File: src/rtl/sdf_pkg.sv
// Shared types and helpers for the radix-2 SDF FFT stage.
// Optional build macro SDF_STAGE_SCALE_EN is consumed by sdf_r2_butterfly.
package sdf_pkg;

  typedef enum logic {
    PH_FILL = 1'b0,
    PH_BFLY = 1'b1
  } sdf_phase_e;

  function automatic int unsigned sdf_depth(input int unsigned log2_depth);
    return 32'd1 << log2_depth;
  endfunction

  // Clamp a sign-extended value into the signed range of 'width' bits.
  function automatic logic signed [31:0] sat_dw(input logic signed [31:0] value,
                                                input int unsigned       width);
    logic signed [31:0] hi;
    logic signed [31:0] lo;
    hi = (32'sd1 <<< (width - 1)) - 32'sd1;
    lo = -(32'sd1 <<< (width - 1));
    if (value > hi) return hi;
    if (value < lo) return lo;
    return value;
  endfunction

endpackage

File: src/rtl/sdf_r2_butterfly.sv
// Combinational complex add/sub with saturation for one SDF butterfly pair.
// With SDF_STAGE_SCALE_EN defined, both results are halved with round-half-up.
module sdf_r2_butterfly
  import sdf_pkg::*;
#(
  parameter int DW = 12
) (
  input  logic signed [DW-1:0] a_re_i,
  input  logic signed [DW-1:0] a_im_i,
  input  logic signed [DW-1:0] b_re_i,
  input  logic signed [DW-1:0] b_im_i,
  output logic signed [DW-1:0] sum_re_o,
  output logic signed [DW-1:0] sum_im_o,
  output logic signed [DW-1:0] dif_re_o,
  output logic signed [DW-1:0] dif_im_o
);

  // DW+2 bits so the rounding increment cannot overflow a full-scale difference.
  function automatic logic signed [DW-1:0] scale_sat(input logic signed [DW+1:0] v);
    logic signed [DW+1:0] t;
    logic signed [31:0]   w;
`ifdef SDF_STAGE_SCALE_EN
    t = (v + (DW+2)'(1)) >>> 1;
`else
    t = v;
`endif
    w = 32'(t);
    w = sat_dw(w, DW);
    return w[DW-1:0];
  endfunction

  always_comb begin
    sum_re_o = scale_sat((DW+2)'(a_re_i) + (DW+2)'(b_re_i));
    sum_im_o = scale_sat((DW+2)'(a_im_i) + (DW+2)'(b_im_i));
    dif_re_o = scale_sat((DW+2)'(a_re_i) - (DW+2)'(b_re_i));
    dif_im_o = scale_sat((DW+2)'(a_im_i) - (DW+2)'(b_im_i));
  end

endmodule

File: src/rtl/sdf_r2_stage.sv
// Radix-2 single-path delay-feedback DIF FFT stage with valid qualifier and side-band.
// Build option SDF_STAGE_SCALE_EN selects a per-stage 1/2 scale inside the butterfly.
module sdf_r2_stage
  import sdf_pkg::*;
#(
  parameter int DW         = 12,
  parameter int LOG2_DEPTH = 4
) (
  input  logic                  clk,
  input  logic                  rst,
  input  logic                  sync_clr,
  input  logic                  in_valid,
  input  logic signed [DW-1:0]  in_real,
  input  logic signed [DW-1:0]  in_imag,
  output logic                  out_valid,
  output logic signed [DW-1:0]  out_real,
  output logic signed [DW-1:0]  out_imag,
  output logic                  out_mul_en,
  output logic [LOG2_DEPTH-1:0] out_tw_idx,
  output logic                  out_frame_start
);

  localparam int D  = int'(sdf_depth(LOG2_DEPTH));
  localparam int CW = LOG2_DEPTH + 1;

  logic [CW-1:0]         cnt_q, cnt_d;
  logic                  primed_q, primed_d;
  logic signed [DW-1:0]  dly_re_q [D];
  logic signed [DW-1:0]  dly_im_q [D];
  logic signed [DW-1:0]  tail_re_d, tail_im_d;
  logic                  valid_q, valid_d;
  logic signed [DW-1:0]  re_q, re_d, im_q, im_d;
  logic                  mul_q, mul_d;
  logic [LOG2_DEPTH-1:0] tw_q, tw_d;
  logic                  fs_q, fs_d;

  sdf_phase_e           phase;
  logic signed [DW-1:0] sum_re, sum_im, dif_re, dif_im;

  assign phase = sdf_phase_e'(cnt_q[CW-1]);

  // Head of the delay line is the oldest entry, index D-1.
  sdf_r2_butterfly #(.DW(DW)) u_bfly (
    .a_re_i   (dly_re_q[D-1]),
    .a_im_i   (dly_im_q[D-1]),
    .b_re_i   (in_real),
    .b_im_i   (in_imag),
    .sum_re_o (sum_re),
    .sum_im_o (sum_im),
    .dif_re_o (dif_re),
    .dif_im_o (dif_im)
  );

  always_comb begin
    cnt_d     = cnt_q;
    primed_d  = primed_q;
    tail_re_d = in_real;
    tail_im_d = in_imag;
    valid_d   = 1'b0;
    re_d      = re_q;
    im_d      = im_q;
    mul_d     = mul_q;
    tw_d      = tw_q;
    fs_d      = fs_q;
    if (in_valid) begin
      cnt_d = cnt_q + 1'b1;
      if (cnt_q == '1) primed_d = 1'b1;
      if (phase == PH_FILL) begin
        re_d    = dly_re_q[D-1];
        im_d    = dly_im_q[D-1];
        valid_d = primed_q;
        mul_d   = 1'b1;
        tw_d    = cnt_q[LOG2_DEPTH-1:0];
        fs_d    = 1'b0;
      end else begin
        tail_re_d = dif_re;
        tail_im_d = dif_im;
        re_d      = sum_re;
        im_d      = sum_im;
        valid_d   = 1'b1;
        mul_d     = 1'b0;
        tw_d      = '0;
        fs_d      = (cnt_q == CW'(D));
      end
    end
  end

  always_ff @(posedge clk or posedge rst) begin
    if (rst) begin
      cnt_q    <= '0;
      primed_q <= 1'b0;
      valid_q  <= 1'b0;
      re_q     <= '0;
      im_q     <= '0;
      mul_q    <= 1'b0;
      tw_q     <= '0;
      fs_q     <= 1'b0;
      for (int i = 0; i < D; i++) begin
        dly_re_q[i] <= '0;
        dly_im_q[i] <= '0;
      end
    end else if (sync_clr) begin
      cnt_q    <= '0;
      primed_q <= 1'b0;
      valid_q  <= 1'b0;
      re_q     <= '0;
      im_q     <= '0;
      mul_q    <= 1'b0;
      tw_q     <= '0;
      fs_q     <= 1'b0;
      for (int i = 0; i < D; i++) begin
        dly_re_q[i] <= '0;
        dly_im_q[i] <= '0;
      end
    end else begin
      cnt_q    <= cnt_d;
      primed_q <= primed_d;
      valid_q  <= valid_d;
      re_q     <= re_d;
      im_q     <= im_d;
      mul_q    <= mul_d;
      tw_q     <= tw_d;
      fs_q     <= fs_d;
      if (in_valid) begin
        dly_re_q[0] <= tail_re_d;
        dly_im_q[0] <= tail_im_d;
        for (int i = 1; i < D; i++) begin
          dly_re_q[i] <= dly_re_q[i-1];
          dly_im_q[i] <= dly_im_q[i-1];
        end
      end
    end
  end

  assign out_valid       = valid_q;
  assign out_real        = re_q;
  assign out_imag        = im_q;
  assign out_mul_en      = mul_q;
  assign out_tw_idx      = tw_q;
  assign out_frame_start = fs_q;

endmodule

File: config.mk
export PLATFORM = sky130hd
export DESIGN_NAME = sdf_r2_stage
export DESIGN_NICKNAME = d
export VERILOG_FILES = /design/src/rtl/sdf_pkg.sv /design/src/rtl/sdf_r2_butterfly.sv /design/src/rtl/sdf_r2_stage.sv
export SDC_FILE = /design/constraint.sdc
export NUM_CORES = 1
export LEC_CHECK = 0
export ABC_AREA = 1
export BUFFER_PORTS_ARGS = -buffer_cell sky130_fd_sc_hd__buf_2
export CAP_MARGIN = 25
export CORE_MARGIN = 4
export CORE_UTILIZATION = 61
export CTS_CLUSTER_DIAMETER = 100
export DETAILED_ROUTE_END_ITERATION = 12
export PLACE_DENSITY = 0.78
export SLEW_MARGIN = 0
export SYNTH_ARGS = -nofsm -noshare
export SYNTH_HDL_FRONTEND = slang
export SYNTH_SLANG_ARGS = --single-unit
File: constraint.sdc
create_clock -name clk -period 21.8 [get_ports clk]
set_input_delay 4.36 -clock clk [delete_from_list [all_inputs] [get_ports clk]]
set_output_delay 4.36 -clock clk [all_outputs]
set_load 0.03 [all_outputs]
**Word-level counts from Yosys, hierarchy flattened**

Index checks and enable logic that the tools add are counted.

- Input bits: 28
- Flip-flop bits (word level): 421
- RAM bits: 0
- Word-level logic and storage cells: 115
- Latch bits: 0
- Memories: 0
- Output and inout bits: 31
- Memory bits (read-only): 0

- Equal/unequal tests: 2
- Add/sub/neg operators: 5
- Shift-type cells: 0
- Bitwise logic cells: 0
- Multiplexer cells: 57
- Order comparisons: 8
- Multiply operators: 0
- Divide/modulo/power cells: 0
- Reduce and logical (&&, ||, !) cells: 3

Operators with widths:

| cell | number |
|---|---|
| two-way mux 192 bit | 4 |
| two-way mux 12 bit | 24 |
| greater-than comparator 13 x 12 -> 1 bit (second input constant) | 4 |
| less-than comparator 13 x 12 -> 1 bit (second input constant) | 4 |
| adder 12 x 12 -> 13 bit | 2 |
| subtractor 12 x 12 -> 13 bit | 2 |
| two-way mux 1 bit | 24 |
| two-way mux 4 bit | 3 |
| == test 5 bit (second input constant) | 2 |
| two-way mux 5 bit | 2 |
| adder 5 x 1 -> 5 bit (second input constant) | 1 |
| nonzero test 2 bit | 2 |
| AND reduction 2 bit | 1 |

**Logic depth before layout (Yosys ltp)**

Gate-level depths: netlist (run 1).

- Depth after elaboration: 9
- Gate-level depth with buffers: 18
- Mapped depth without buffers: 17

**By module**

From an unflattened synthesis (run 1), not the netlist that was laid out.

- Cell total of the unflattened synthesis: 2127
- Area total of the unflattened synthesis: 19215.9 um2

Modules (own cells, without submodules):

| module | sequential area each (um2) | cells an instance | area each (um2) | instances |
|---|---|---|---|---|
| sdf_r2_stage | 10535.1 | 1507 | 15880.2 | 1 |
| sdf_r2_butterfly | 0.0 | 620 | 3335.7 | 1 |

**Worst setup path after synthesis (run 1)**

No wires, ideal clock.

- Path kind: input-to-reg
- From: input port in_imag[0]
- To: register im_q[6] (netlist: out_imag[6])
- Library setup time: 0.117 ns
- Slack: 15.873 ns
- Required time: 21.683 ns
- Arrival time: 5.810 ns
- Cell stages on the path: 12
- Cell sequence: ha_1 -> inv_1 -> fa_1 -> nand3b_1 -> nand2_2 -> nand2_2 -> nand4_1 -> nand2_2 -> a21oi_4 -> nand2_1 -> nand2_1 -> nand2_1

- Word-level cells in the longest chain between the ends: 9

RTL lines:

| element | line | source |
|---|---|---|
| from (decl) | sdf_r2_stage.sv:14 | `input logic signed [DW-1:0] in_imag,` |
| adder 12 x 12 -> 13 bit * | sdf_r2_butterfly.sv:34 | `sum_im_o = scale_sat((DW+2)'(a_im_i) + (DW+2)'(b_im_i));` |
| less-than comparator 13 x 12 -> 1 bit | sdf_pkg.sv:22 | `if (value < lo) return lo;` |
| two-way mux 1 bit (2 in series) | sdf_pkg.sv:22 |  |
| two-way mux 12 bit | sdf_pkg.sv:23 | `return value;` |
| two-way mux 12 bit * | sdf_pkg.sv:22 |  |
| two-way mux 12 bit * | sdf_r2_stage.sv:68 | `if (phase == PH_FILL) begin` |
| two-way mux 12 bit * | sdf_r2_stage.sv:65 | `if (in_valid) begin` |
| two-way mux 12 bit * | sdf_r2_stage.sv:102 | `end else if (sync_clr) begin` |
| to (signal assigned) | sdf_r2_stage.sv:120 | `im_q <= im_d;` |
| to (decl) | sdf_r2_stage.sv:32 | `logic signed [DW-1:0] re_q, re_d, im_q, im_d;` |

Mark *: on every way between the ends. The rest lies on a longest branch, timed or not. The select of a mux whose other input is x is not followed.
A chain may end at the register's enable or synchronous reset.

**Final worst setup path (run 1)**

- From: input port in_valid
- To: register re_q[10] (netlist: out_real[10])

- Word-level cells in the longest chain between the ends: 1

RTL lines:

| element | line | source |
|---|---|---|
| from (decl) | sdf_r2_stage.sv:12 | `input logic in_valid,` |
| nonzero test 2 bit (no source line) | -- |  |
| to (signal assigned) | sdf_r2_stage.sv:119 | `re_q <= re_d;` |
| to (decl) | sdf_r2_stage.sv:32 |  |

No other way between the ends.

==> results of run 1 <==
layer usage:
layer,part of all wire [%],up-vias
li1,-,6699
met1,46,6812
met2,45,320
met3,5.9,60
met4,2.3,4
met5,0.059,-
path summary, 6_finish.rpt:
kind / from / endpoint / slack, ns / cells after the start
hold / removal: out_imag[3] / out_imag[3] / 0.48 / 2
setup / recovery: in_valid / out_real[10] / 14.99 / 10
max in group asynchronous: rst / out_mul_en / 16.77 / 5
hold reg to reg: out_imag[3] / out_imag[3] / 0.48 / 2
min in group asynchronous: rst / dly_im_q[116] / 3.97 / 3
setup reg to reg: dly_re_q[11] / dly_re_q[189] / 19.38 / 11
where the power goes:
part	leakage (nW)	switching [mW]	internal, mW
combinational	3.38	0.0745	0.0230
sequential	5.86	0.00350	0.789
clock	0.705	0.299	0.437
cell families after synthesis:
group	synth area share (%)
XOR/XNOR	1.344
adder cells (fa/ha/maj)	3.801
AND/OR/NAND/NOR	11.19
buffers and inverters	12.41
flip-flops	55.75
AO/OA/AOI/OAI	15.51
cell usage in the layout, fill, tap and decap left out, drive strengths merged:
| cell | n |
|---|---|
| a21oi | 69 |
| clkinv | 11 |
| inv | 492 |
| ha | 51 |
| nand3 | 28 |
| o21ai | 35 |
| clkinvlp | 3 |
| xor2 | 27 |
| o22ai | 347 |
| bufinv | 3 |
| o21bai | 11 |
| nand3b | 2 |
| xnor2 | 2 |
| clkbuf | 61 |
| dfrtp | 421 |
| buf | 70 |
| and2 | 4 |
| nor2 | 49 |
| o221ai | 4 |
| o21a | 1 |
| or2 | 1 |
| a31oi | 2 |
| fa | 4 |
| nor3 | 5 |
| nand2 | 409 |
| nand4 | 15 |
worst min-delay path, stage by stage, from the launching register on:
cell and delay [ns]:
dfrtp_1 0.34, nand2_1 0.05, nand2_1 0.05
area by class of cell:
cell class | instances | area, um^2
fill | 2308 | 9769
clock buffer | 61 | 1254
inverter | 493 | 1873
multi-input combinational | 1066 | 6025
tap | 396 | 495.5
timing repair buffer | 70 | 452.9
sequential | 421 | 10540
clock inverter | 16 | 185.2
sequential cells by signal, indices dropped and copies added, names as in the netlist, 4 cells and up:
signal / cells
out_imag: 12
dly_im_q: 192
cnt_q: 5
out_real: 12
dly_re_q: 192
out_tw_idx: 4
per-stage QoR:
| stage | util, % | instance area (um^2) | hold slack (ns) | power [mW] | cells |
|---|---|---|---|---|---|
| CTS | 67.88 | 20760 | 0.4780 | 1.638 | 2521 |
| finish | 68.06 | 20820 | 0.4776 | 1.626 | 2523 |
| detailed placement | 63.18 | 19330 | 0.4610 | 0.9019 | 2444 |
| floorplan | - | 18900 | 0.4492 | 0.8775 | 2090 |
| global placement | 63.09 | 19300 | 0.4563 | 0.8998 | 2443 |
| global route | 68.06 | 20820 | 0.4893 | 1.684 | 2523 |
==> metrics.txt, run 1 <==
Clock H-tree levels 2; via count 13900; busiest layer in global routing met1; Hold Buf Count CTS 0; core area 30590 um^2; Async S/R FF share, synth 100.0%; CTS sink cnt 421; max-slew violation count 0; GR met2 Demand/Resource 36.71%; Fmax 146.9 MHz; CP Max Fanout 191; clk_skew 0.01105 ns; vias per cell 5.507; most frequent cell after synthesis inv_1; WL per Instance 16.22 um; commonest cells in the netlist inv_1 (468), dfrtp_1 (421), nand2_1 (386); Yosys warning total 0; met1 Resource Use GR 37.32%; port bufs 58; final worst-path cycle share 31.22%; ANT nets after route 0; Synth top area share 55.75%; setup ws final 14.99 ns; Starting Density 61.78%; n_diodes 0; largest net degree at the start of global routing 204; CTS root buf clkbuf_16; gr ovfl total 0; WS Path Type in -> reg; maximum clock insertion buffer count 3; Routed Wire Length 40920 um; Die Wd 184.0 um; row count 64; DRC violations left 0; CP Capture Type register; synthesized area 18900 um^2; Fin. Hold Viols 0; CTS tree done; Largest stage delay, worst path 0.66 ns; Pleak 9.942 nW; share of layout cells above drive strength 1 10.16%; cts bufs inserted 42; VDD IR-drop max 83.34 uV; worst-margin pin slew 1.057 ns; crit path max-delay cell type inv_8; number of global-route vias before repair 13390; area grow syn2layout 10.18%; Buf+Inv Stages, Crit Path 6; DP HPWL 25600 um; status completed; FF+latch count, synth 421; cell family with most CP delay buffers and inverters; setup_tns 0 ns; syn_nets 2173; Critical Path RT 22.24 ns; leading area contributor after synthesis dfrtp_1; # nets final 2177; Setup Fix Bufs, Post-CTS 0; mean post-synth cell area 9.042 um^2; Pre-Repair DR Iteration Count 5; final count of negative-setup-slack endpoints 0; RePlAce Congestion 0.9025; Die Y 184.0 um; die area 33860 um^2; Worst-Skew Late Latency 0.55 ns; DRT iter0 DRCs 1294; critical path arrival 7.24 ns; initial antenna violation count 2; GR Util All Layers 24.33%; largest cells by area after synthesis dfrtp_1 (56%), o22ai_1 (11%), inv_1 (9.3%); post-place setup slack 14.42 ns; worst rel slew slack 29.56%; CTS clk-pin slew, worst paths 0.06 ns; global-route wire length before repair 67780 um; EDFF count, synth 0; distinct cell type count of the synthesized netlist 36; routing usage on met3 3.977%; crit-path cells buf_2 > inv_1 > nor2_2 > inv_8 > buf_4 > buf_16 > buf_4 > a21oi_1 > nand2_1 > nand2_1; Maximum Capacitance Violations 0; PwrDens 78.08 nW/um^2; unrepaired setup endpoints after global routing no; Seq/Total Area, Yosys 55.75%; Critical Path Source Type input port; # IOs 59; hold crit path type reg -> reg; post_cts resized 0; Synth Instances 2090; minimum clock period 6.807 ns; most common flop cell mapped by yosys dfrtp_1
Power figures use the tool's default switching activity.
==> run 2, diff against run 1 <==
==> constraint.sdc (replaced) <==
create_clock -name clk -period 6.6 [get_ports clk]
set_input_delay 1.32 -clock clk [delete_from_list [all_inputs] [get_ports clk]]
set_output_delay 1.32 -clock clk [all_outputs]
set_load 0.03 [all_outputs]
==> metrics.txt, run 2 (same netlist as run 1, synthesis figures left out) <==
Die Y 184.0 um; most common cell after layout, fill and taps aside inv_1; Fin. Hold Viols 0; max-slew violation count 0; Critical Path RT 7.09 ns; Clock H-tree levels 2; row count 64; clk_skew 0.01682 ns; fill count 2299; unrepaired setup endpoints after global routing no; most frequent cells in the layout inv_1 (466), dfrtp_1 (421), nand2_1 (386); Fmax 310.6 MHz; via count 13930; # nets final 2175; die area 33860 um^2; worst-margin pin slew 1.039 ns; gr ovfl total 0; Routed Wire Length 42050 um; # IOs 59; Pleak 9.979 nW; Starting Density 61.78%; initial antenna violation count 0; CTS clk-pin slew, worst paths 0.06 ns; CTS tree done; largest net degree at the start of global routing 219; WS Path Type in -> reg; DP HPWL 26000 um; worst rel slew slack 30.63%; PwrDens 262.9 nW/um^2; Worst-Skew Late Latency 0.56 ns; n_diodes 0; GR Util All Layers 24.77%; Largest stage delay, worst path 0.85 ns; minimum clock period 3.220 ns; crit path max-delay cell type nor2_1; critical path arrival 3.71 ns; Die Wd 184.0 um; Pwr Total 5.494 mW; Placed Cells incl. Taps 2441; Critical Path Source Type input port; cts bufs inserted 42; setup ws final 3.380 ns; ANT nets after route 0; post_cts resized 0; hold crit path type reg -> reg; post-place setup slack 2.366 ns; VDD IR-drop max 234.1 uV; crit-path cells buf_2 > inv_1 > nor2_2 > buf_8 > inv_8 > nor2_1 > nand2_1 > inv_2 > nand2_1 > nand3_1; Setup Fix Bufs, Post-CTS 0; final count of negative-setup-slack endpoints 0; area grow syn2layout 10.59%; RePlAce Congestion 0.9043; Hold Buf Count CTS 0; sequential cell area 10540 um^2; hold slack final 0.4791 ns; CTS root buf clkbuf_16; dpl cell area 19320 um^2; maximum clock insertion buffer count 3; CP Capture Type register; Largest regs dly_im_q (192), dly_re_q (192); most frequent CP cell nand2_1; core area 30590 um^2; port bufs 58; vias per cell 5.522; status completed; setup_tns 0 ns; number of global-route vias before repair 13700; DRC violations left 0; Finished Cell Area 20900 um^2; CTS sink cnt 421; Maximum Capacitance Violations 0; CP Max Fanout 163; Pre-Repair DR Iteration Count 5; WL per Instance 16.67 um; Final Core Density 68.32%; global-route wire length before repair 68700 um; share of layout cells above drive strength 1 10.07%; final worst-path cycle share 48.78%; DRT iter0 DRCs 1142; Finished Layout Cells 2522; area of the multi-input gates 6025 um^2
-- run 2: changes by cell type in the layout (fill, tap and decap cells not counted), sizes merged --
| cell | change |
|---|---|
| buf | -2 |
| bufinv | +3 |
| clkbuf | -3 |
| inv | +1 |
| clkinv | +2 |
| clkinvlp | -2 |
-- run 2: where the power goes --
part	total, mW	leakage (nW)	switching [mW]	internal, mW
sequential	2.62	5.86	0.0155	2.61
clock	2.55	0.746	1.03	1.52
combinational	0.325	3.38	0.248	0.0775
total	5.49	9.98	1.29	4.20
-- run 2: path summary, 6_finish.rpt --
check / startpoint / endpoint / slack, ns / cells past startpoint
worst min-delay path: out_imag[7] / out_imag[7] / 0.48 / 2
worst min register to register: out_imag[7] / out_imag[7] / 0.48 / 2
worst max register to register: cnt_q[4] / out_imag[0] / 4.05 / 4
worst max-delay path: in_valid / out_imag[10] / 3.38 / 10
max in group asynchronous: rst / dly_re_q[90] / 4.55 / 3
min in group asynchronous: rst / dly_im_q[6] / 0.81 / 2
-- run 2: cell type report --
class	count	share of cell area [%]
flip-flops and latches	421	50.41
repair buffers	68	2.215
multi-input cells	1066	28.83
clock inverters	20	1.527
clock buffers	58	5.700
inverters	493	8.945
well taps	396	2.371
-- run 2: worst max-delay path, delay by kind of cell --
kind / cells / cell delay (ns)
AND/OR/NAND/NOR: 5 / 1.52
buffers and inverters: 5 / 0.83
-- run 2: metal layers --
layer	GRT usage, %	up-vias	part of all wire (%)
met5	0	-	0
li1	-	6696	-
met4	7.010	0	2.8
met3	4.036	79	6.1
met1	36.44	6743	45
met2	38.80	408	46
